===== src/rtl/dma_arbiter.sv =====
// Two-channel round-robin arbiter that owns a single DMA controller,
// with a RUN watchdog and sticky per-channel done/error status.
module dma_arbiter #(
  parameter logic [31:0] TIMEOUT = 32'd65535
) (
  input  logic        clk,
  input  logic        rst,
  input  logic [1:0]  req,
  input  logic [31:0] src0,
  input  logic [31:0] dst0,
  input  logic [31:0] len0,
  input  logic [31:0] src1,
  input  logic [31:0] dst1,
  input  logic [31:0] len1,
  input  logic        dma_intr,
  input  logic [1:0]  clr,
  output logic        DMAEN,
  output logic [31:0] DMASRC,
  output logic [31:0] DMADST,
  output logic [31:0] DMALEN,
  output logic [1:0]  grant,
  output logic [1:0]  ack,
  output logic [1:0]  done_sts,
  output logic [1:0]  err_sts,
  output logic        irq,
  output logic        busy
);

  typedef enum logic [1:0] {
    IDLE    = 2'd0,
    RUN     = 2'd1,
    RELEASE = 2'd2
  } state_t;

  state_t      state;
  logic [31:0] cnt;
  logic        last_grant;

  logic [1:0]  elig;
  logic        pick_vld;
  logic        pick;
  logic [31:0] pick_src;
  logic [31:0] pick_dst;
  logic [31:0] pick_len;
  logic        tmo_hit;
  logic [1:0]  done_set;
  logic [1:0]  err_set;

  // The channel being acked this cycle is masked so it cannot re-win.
  always_comb begin
    elig     = req & ~ack;
    pick_vld = |elig;
    pick     = 1'b0;
    if (&elig)
      pick = ~last_grant;
    else
      pick = elig[1];
  end

  always_comb begin
    pick_src = pick ? src1 : src0;
    pick_dst = pick ? dst1 : dst0;
    pick_len = pick ? len1 : len0;
  end

  // A completion arriving on the timeout cycle counts as success.
  always_comb begin
    tmo_hit  = (cnt == TIMEOUT - 32'd1);
    done_set = 2'b00;
    err_set  = 2'b00;
    if (state == RELEASE && !dma_intr)
      done_set = grant;
    if (state == RUN && !dma_intr && tmo_hit)
      err_set = grant;
  end

  always_ff @(posedge clk or posedge rst) begin
    if (rst) begin
      state      <= IDLE;
      DMAEN      <= 1'b0;
      DMASRC     <= 32'd0;
      DMADST     <= 32'd0;
      DMALEN     <= 32'd0;
      grant      <= 2'b00;
      ack        <= 2'b00;
      cnt        <= 32'd0;
      last_grant <= 1'b1;
    end else begin
      ack <= 2'b00;
      unique case (state)
        IDLE: begin
          if (pick_vld) begin
            DMASRC     <= pick_src;
            DMADST     <= pick_dst;
            DMALEN     <= pick_len;
            grant      <= pick ? 2'b10 : 2'b01;
            last_grant <= pick;
            cnt        <= 32'd0;
            if (pick_len != 32'd0) begin
              state <= RUN;
              DMAEN <= 1'b1;
            end else begin
              state <= RELEASE;
            end
          end
        end
        RUN: begin
          cnt <= cnt + 32'd1;
          if (dma_intr || tmo_hit) begin
            state <= RELEASE;
            DMAEN <= 1'b0;
          end
        end
        RELEASE: begin
          if (!dma_intr) begin
            state <= IDLE;
            ack   <= grant;
            grant <= 2'b00;
          end
        end
        default: begin
          state <= IDLE;
          DMAEN <= 1'b0;
          grant <= 2'b00;
        end
      endcase
    end
  end

  // Status set beats a clear arriving on the same edge.
  always_ff @(posedge clk or posedge rst) begin
    if (rst) begin
      done_sts <= 2'b00;
      err_sts  <= 2'b00;
    end else begin
      done_sts <= (done_sts & ~clr) | done_set;
      err_sts  <= (err_sts & ~clr) | err_set;
    end
  end

  assign irq  = |done_sts;
  assign busy = (state != IDLE);

endmodule


===== config.mk =====
export PLATFORM = sky130hd
export DESIGN_NAME = dma_arbiter
export DESIGN_NICKNAME = d
export VERILOG_FILES = /design/src/rtl/dma_arbiter.sv
export SDC_FILE = /design/constraint.sdc
export NUM_CORES = 1
export LEC_CHECK = 0
export BUFFER_PORTS_ARGS = -buffer_cell sky130_fd_sc_hd__buf_2
export CORE_MARGIN = 2
export CORE_UTILIZATION = 48
export CTS_BUF_LIST = sky130_fd_sc_hd__clkbuf_16
export DETAILED_ROUTE_END_ITERATION = 6
export PLACE_DENSITY = 0.82
export SYNTH_ARGS = -nofsm -noshare
export SYNTH_HDL_FRONTEND = slang
export SYNTH_SLANG_ARGS = --single-unit

===== constraint.sdc =====
create_clock -name clk -period 10.3 [get_ports clk]
set_input_delay 1.03 -clock clk [delete_from_list [all_inputs] [get_ports clk]]
set_output_delay 1.03 -clock clk [all_outputs]
set_load 0.03 [all_outputs]

==> reports/summary.txt, run 1 <==
worst hold stages -> 1
status -> complete, no violations
maxcap violations -> 0
pin count of the biggest net entering global routing -> 111
die extent in y -> 121.7 microns
Area Overhead vs Synth -> 33.48%
Seq/Total Area, Yosys -> 52.75%
Slew @ Worst Pin -> 1.074 ns
largest cells by area after synthesis -> dfrtp_1 (52%), nand2_1 (12%), a31oi_1 (9.2%)
number of buffers added on ports -> 305
top post-synthesis cells by count -> nand2_1 (215), dfrtp_1 (139), nor2_1 (111)
post-DR vias/cell -> 5.496
DIE AREA -> 14800 sq um
Rows -> 42
register share of total power -> 32.1%
#FFs+latches synth -> 140
clock sinks -> 140
critical path peak fanout -> 69
Leakage -> 4.346 nW
routed len/inst -> 16.66 microns
Worst-Skew Late Latency -> 0.42 ns
Synth Warn # -> 0
arrival time worst endpoint -> 2.91 ns
vias in the first global route -> 6339
post-place setup slack -> 7.363 ns
fraction of registers with async set/reset -> 100.0%
count of cell types in the netlist -> 46
starting density of the core -> 49.58%
worst vdd ir -> 169.6 uV
setup bufs post-CTS -> 0
Post-Syn Area -> 6644 sq um
Ports -> 306
final setup violation count -> 0
Synth area leader -> dfrtp_1
Clock transition at path regs -> 0.06 ns
Power Internal -> 1.549 mW
pwr dens -> 314.1 nW/um^2
hpwl dp -> 14890 microns
Yosys top cell area share -> 52.35%
CTS H-Tree Depth -> 4
CTS Hold Bufs -> 0
Net Sw Frac -> 44.39%
Clock Skew -> 0.006753 ns
core region area -> 13400 sq um
final worst setup slack -> 7.721 ns
drc violations -> 0
number of detailed-route iterations in the first pass -> 5
crit end category -> flip-flop
RePlAce Congestion -> 0.9423
grt ovf -> 0
root buffer cell -> clkbuf_16
worst setup path category -> input pin to flip-flop
drt total wl -> 20730 microns
fin crit share -> 25.04%
Mapped Cells -> 766
buffer levels on the longest clock path -> 2
setup TNS -> 0 ns
first-pass GRT wire length -> 32220 microns
antenna violations before repair -> 8
post-synth net total -> 967
Hold Violations, Final -> 0
Die Wd -> 121.7 microns
Critical Path RT -> 10.63 ns
ys flop type -> dfrtp_1
Mean Syn Cell Area -> 8.673 sq um
initial DRC count -> 497
hold crit path type -> flip-flop to flip-flop
CTS tree -> done
Psw -> 1.236 mW
share of layout cells above drive strength 1 -> 33.65%
relative slew slack -> 28.39%
Setup crit start kind -> input pin
Post-synth EDFFs -> 0
RSZ-0062 raised after global routing -> no
worst reg2reg path depth -> 6
Nets -> 1249
TritonCTS buffer count -> 17
Final Slew Violations -> 0
combinational share of power -> 44.3%
via count -> 6837
fmax -> 387.8 MHz
top-count cell post-synth -> nand2_1
ANT nets after route -> 0
Tot GR Track Use -> 28.12%
clock share of power -> 23.6%
min Tclk post-route -> 2.579 ns
post_cts resized -> 0
## registers in the layout (all words and copies together), names as in the netlist, 2 cells and up
| name | count |
|---|---|
| DMADST | 32 |
| DMALEN | 32 |
| DMASRC | 32 |
| ack | 2 |
| cnt | 32 |
| done_sts | 2 |
| err_sts | 2 |
| grant | 2 |
| state | 2 |
## placed cells by master, fill, tap and decap left out, types with 3 or more instances in the layout
cell type,synthesis,final
nor2_1,111,111
clkbuf_16,0,17
nand3_1,16,16
a31oi_1,98,98
inv_1,9,8
clkinv_2,0,5
and2_1,5,5
buf_2,24,305
o211ai_1,10,10
o31ai_1,11,11
mux2i_1,10,10
bufinv_16,0,5
clkinv_1,0,3
nand2_1,215,215
nand4_1,14,14
dfrtp_1,139,139
buf_4,6,6
o21ai_0,16,15
and3_2,3,3
diode_2,0,7
nor3_1,3,3
a22o_1,3,3
nor4_1,19,19
and3_1,3,3
a21o_1,4,3
## routing by layer
metal / vias to the layer above / track usage (%) / share of wire (%)
li1: 3235 / - / -
met1: 3215 / 35.14 / 40
met2: 341 / 45.47 / 48
met3: 44 / 8.474 / 9.1
met4: 2 / 12.21 / 3.1
met5: - / 0 / 0.082
## worst paths after layout
check / start / endpoint / slack [ns]
hold reg to reg: cnt[31]$_DFFE_PP0P_ / cnt[31]$_DFFE_PP0P_ / 0.48
setup / recovery: req[0] / DMADST[21]$_DFFE_PP0P_ / 7.72
min in group asynchronous: rst / DMADST[15]$_DFFE_PP0P_ / 0.67
hold / removal: cnt[31]$_DFFE_PP0P_ / cnt[31]$_DFFE_PP0P_ / 0.48
max in group asynchronous: rst / DMALEN[15]$_DFFE_PP0P_ / 8.23
setup reg to reg: ack[1]$_DFF_PP0_ / DMADST[21]$_DFFE_PP0P_ / 8.03
## cells by family after synthesis
family,Yosys count,share of synthesized area [%]
adders and majority gates,2,0.3766
xor gates and xnor gates,1,0.1319
AOI/OAI and AO/OA,149,14.43
DFF,140,52.75
muxes,10,1.507
buffers and inverters,57,4.011
and+or+nand+nor,407,26.80
## worst max-delay path, stage by stage
cell and delay, ns:
buf_2 0.10, nor2b_2 0.19, a21oi_4 0.19, buf_4 0.32
buf_4 0.62, nand2_1 0.14, a31oi_1 0.22
## layout make-up
cell class,count,area [sq um]
well taps,176,220.2
flip-flops and latches,140,3505
fillers,1151,4532
diodes,7,17.52
multi-input cells,569,2888
inverters,9,38.79
repair buffers,311,1572
clock buffers,17,425.4
clock inverters,15,202.7
## power groups by stage
stage	sequential [mW]	clock [mW]	combinational (mW)
2_1_floorplan	1.27	0	0.496
3_3_place_gp	0.890	0	1.22
3_5_place_dp	0.895	0	1.24
4_1_cts	0.892	0.661	1.24
5_1_grt	0.916	0.688	1.34
6_report	0.893	0.657	1.24
## through the flow
stage | hold WS [ns] | std cells | util (%) | instance area (sq um) | power (mW)
CTS | 0.4822 | 1237 | 66.05 | 8851 | 2.792
finish | 0.4783 | 1244 | 66.18 | 8869 | 2.785
detailed placement | 0.4751 | 1205 | 61.36 | 8223 | 2.137
floorplan | 0.4424 | 766 | - | 6644 | 1.768
global route | 0.5115 | 1244 | 66.18 | 8869 | 2.941
global placement | 0.4684 | 1205 | 61.36 | 8223 | 2.112
Note: power is estimated with default switching activity, not from simulation.
==> run 2, diff against run 1 <==
--- a/config.mk
+++ b/config.mk
@@ -7,10 +7,10 @@
 export LEC_CHECK = 0
 export BUFFER_PORTS_ARGS = -buffer_cell sky130_fd_sc_hd__buf_2
 export CORE_MARGIN = 2
-export CORE_UTILIZATION = 48
+export CORE_UTILIZATION = 43
 export CTS_BUF_LIST = sky130_fd_sc_hd__clkbuf_16
 export DETAILED_ROUTE_END_ITERATION = 6
-export PLACE_DENSITY = 0.82
+export PLACE_DENSITY = 0.77
 export SYNTH_ARGS = -nofsm -noshare
 export SYNTH_HDL_FRONTEND = slang
 export SYNTH_SLANG_ARGS = --single-unit
==> constraint.sdc (replaced) <==
create_clock -name clk -period 2.25 [get_ports clk]
set_input_delay 0.225 -clock clk [delete_from_list [all_inputs] [get_ports clk]]
set_output_delay 0.225 -clock clk [all_outputs]
set_load 0.03 [all_outputs]
==> run 2 against run 1 <==
  * Via count is 1.7% lower
  * Worst setup slack worse by 7.3 ns
  * Cell count is 1.0% higher
  * Cell area is 0.28% higher
  * First-iteration DRC count is 5.8% lower
  * Total power grew to 4.4 times the previous value
  * Register-to-register slack worse by 7.7 ns
  * Largest cell class unchanged
  * Utilization is 7.5 points lower
  * Largest power group unchanged
  * Sequential share of layout area is 0.11 points lower
  * Global-route usage is 3.1 points lower
  * Sequential power grew to 4.6 times the previous value
  * Flip-flop and latch count stayed put
==> reports/summary.txt, run 2 (synthesis results as in run 1) <==
Rows -> 45 (+7.1%)
FF+latch area -> 3505 sq um (unchanged)
ANT nets after route -> 0 (unchanged)
crit end category -> flip-flop
pin count of the biggest net entering global routing -> 83 (-25%)
RePlAce Congestion -> 0.9164 (-2.7%)
maxcap violations -> 0 (unchanged)
Slew @ Worst Pin -> 0.7213 ns (-0.3528 ns)
Worst-Skew Late Latency -> 0.42 ns (about the same)
min Tclk post-route -> 1.872 ns
RSZ-0062 raised after global routing -> no
worst setup path category -> flip-flop to flip-flop
fmax -> 534.1 MHz
Clock transition at path regs -> 0.06 ns (about the same)
Critical Path RT -> 2.54 ns (-8.09 ns)
arrival time worst endpoint -> 2.17 ns (-0.74 ns)
DRT met1 WL -> 8550 microns (+2.5%)
number of buffers added on ports -> 305 (unchanged)
Met3 Wirelength -> 1822 microns (-3.0%)
worst vdd ir -> 692.0 uV (+310%)
reg2reg start -> state[1]$_DFFE_PP0P_
CTS H-Tree Depth -> 4 (unchanged)
Ports -> 306 (unchanged)
pwr dens -> 1386 nW/um^2 (+340%)
post-DR vias/cell -> 5.345 (-2.7%)
drc violations -> 0 (unchanged)
hold crit path type -> input pin to flip-flop
die extent in y -> 128.3 microns (+5.5%)
post_cts resized -> 0 (unchanged)
TritonCTS buffer count -> 17 (unchanged)
setup TNS -> 0 ns (unchanged)
initial DRC count -> 468 (-5.8%)
clock sinks -> 140 (unchanged)
most common cell after layout, fill and taps aside -> buf_2
hpwl dp -> 15040 microns (+1.0%)
number of detailed-route iterations in the first pass -> 6 (+1)
drt total wl -> 20300 microns (-2.1%)
first-pass GRT wire length -> 32130 microns (-0.28%)
status -> complete, no violations
Hold Violations, Final -> 0 (unchanged)
most frequent cells in the layout -> buf_2 (305), nand2_1 (215), dfrtp_1 (139), nor2_1 (111), a31oi_1 (98)
highest routed metal layer -> met4
worst setup path start -> state[1]$_DFFE_PP0P_
hold_sp -> dst1[4]
root buffer cell -> clkbuf_16
share of layout cells above drive strength 1 -> 33.61% (about the same)
Filler Cell Count -> 1390 (+21%)
Final Slew Violations -> 0 (unchanged)
Area Overhead vs Synth -> 33.86%
Nets -> 1257 (+0.64%)
core region area -> 15150 sq um (+13%)
fin crit share -> 83.22%
routed len/inst -> 16.15 microns (-3.1%)
Die Wd -> 128.3 microns (+5.5%)
Multi-input gate area -> 2888 sq um (unchanged)
DIE AREA -> 16460 sq um (+11%)
Tot GR Track Use -> 25.03% (-3.1 points)
via count -> 6719 (-1.7%)
Pwr Total -> 12.33 mW (+340%)
final setup violation count -> 0 (unchanged)
relative slew slack -> 51.81% (+23 points)
critical path peak fanout -> 13 (-81%)
starting density of the core -> 43.87% (-5.7 points)
CTS tree -> done
Met2 Wirelength -> 9353 microns (-5.1%)
buffer levels on the longest clock path -> 2 (unchanged)
Setup crit start kind -> flip-flop
antenna violations before repair -> 1 (-7)
Leakage -> 4.362 nW (+0.37%)
grt ovf -> 0 (unchanged)
Clock Skew -> 0.006730 ns (-0.00002276 ns)
vias in the first global route -> 6368 (+0.46%)
==> run 2: critical path: stages, from the launching register on <==
cell	delay [ns]
dfrtp_1	0.50
and4b_1	0.35
and3_1	0.29
nand4_1	0.27
o211ai_1	0.25
o31ai_1	0.09
==> run 2: stage by stage <==
stage | utilization, % | cells | hold slack [ns] | area (sq um) | setup WS (ns)
after CTS | 58.70 | 1256 | 0.03125 | 8891 | 0.3944
after floorplan | - | 766 | 0.3727 | 6648 | 0.2767
after global routing | 58.72 | 1257 | 0.04464 | 8894 | 0.2597
after detailed placement | 55.23 | 1224 | 0.3849 | 8364 | 0.4001
after global placement | 55.23 | 1224 | 0.3752 | 8364 | 0.4689
final | 58.72 | 1257 | 0.04874 | 8894 | 0.3776
==> run 2: power by group <==
group          leakage, nW  switching (mW)  internal [mW]
sequential            1.67           0.584           3.50
clock                0.266            1.03           1.47
combinational         2.43            4.02           1.72
==> run 2: path summary, 6_finish.rpt <==
path / endpoint / slack [ns] / cells past startpoint
max reg2reg: cnt[15]$_DFFE_PP0P_ / 0.38 / 5
min in group asynchronous: DMADST[17]$_DFFE_PP0P_ / 0.47 / 3
min reg2reg: cnt[6]$_DFFE_PP0P_ / 0.48 / 1
max in group asynchronous: DMASRC[25]$_DFFE_PP0P_ / 1.08 / 4
min: DMADST[4]$_DFFE_PP0P_ / 0.05 / 3
max: cnt[15]$_DFFE_PP0P_ / 0.38 / 5
==> run 2: what timing repair did <==
| action | CTS | global route |
|---|---|---|
| hold buffers | 1 | 0 |
| hold endpoints to repair | 25 | 0 |
| buffers inserted | 0 | 0 |
==> run 2: metal layers <==
| metal | up-vias | GRT usage, % |
|---|---|---|
| met1 | 3108 | 32.19 |
| met2 | 316 | 39.71 |
| li1 | 3249 | - |
| met4 | 0 | 10.21 |
| met5 | - | 0 |
| met3 | 46 | 7.513 |
==> run 2: area by class of cell <==
class                   count  share of cell area, %
flip-flops and latches    140                  39.41
multi-input cells         569                  32.47
repair buffers            319                  19.22
clock buffers              17                  4.783
well taps                 188                  2.645
clock inverters            14                  1.027
inverters                   9                 0.4221
diodes                      1                0.02814
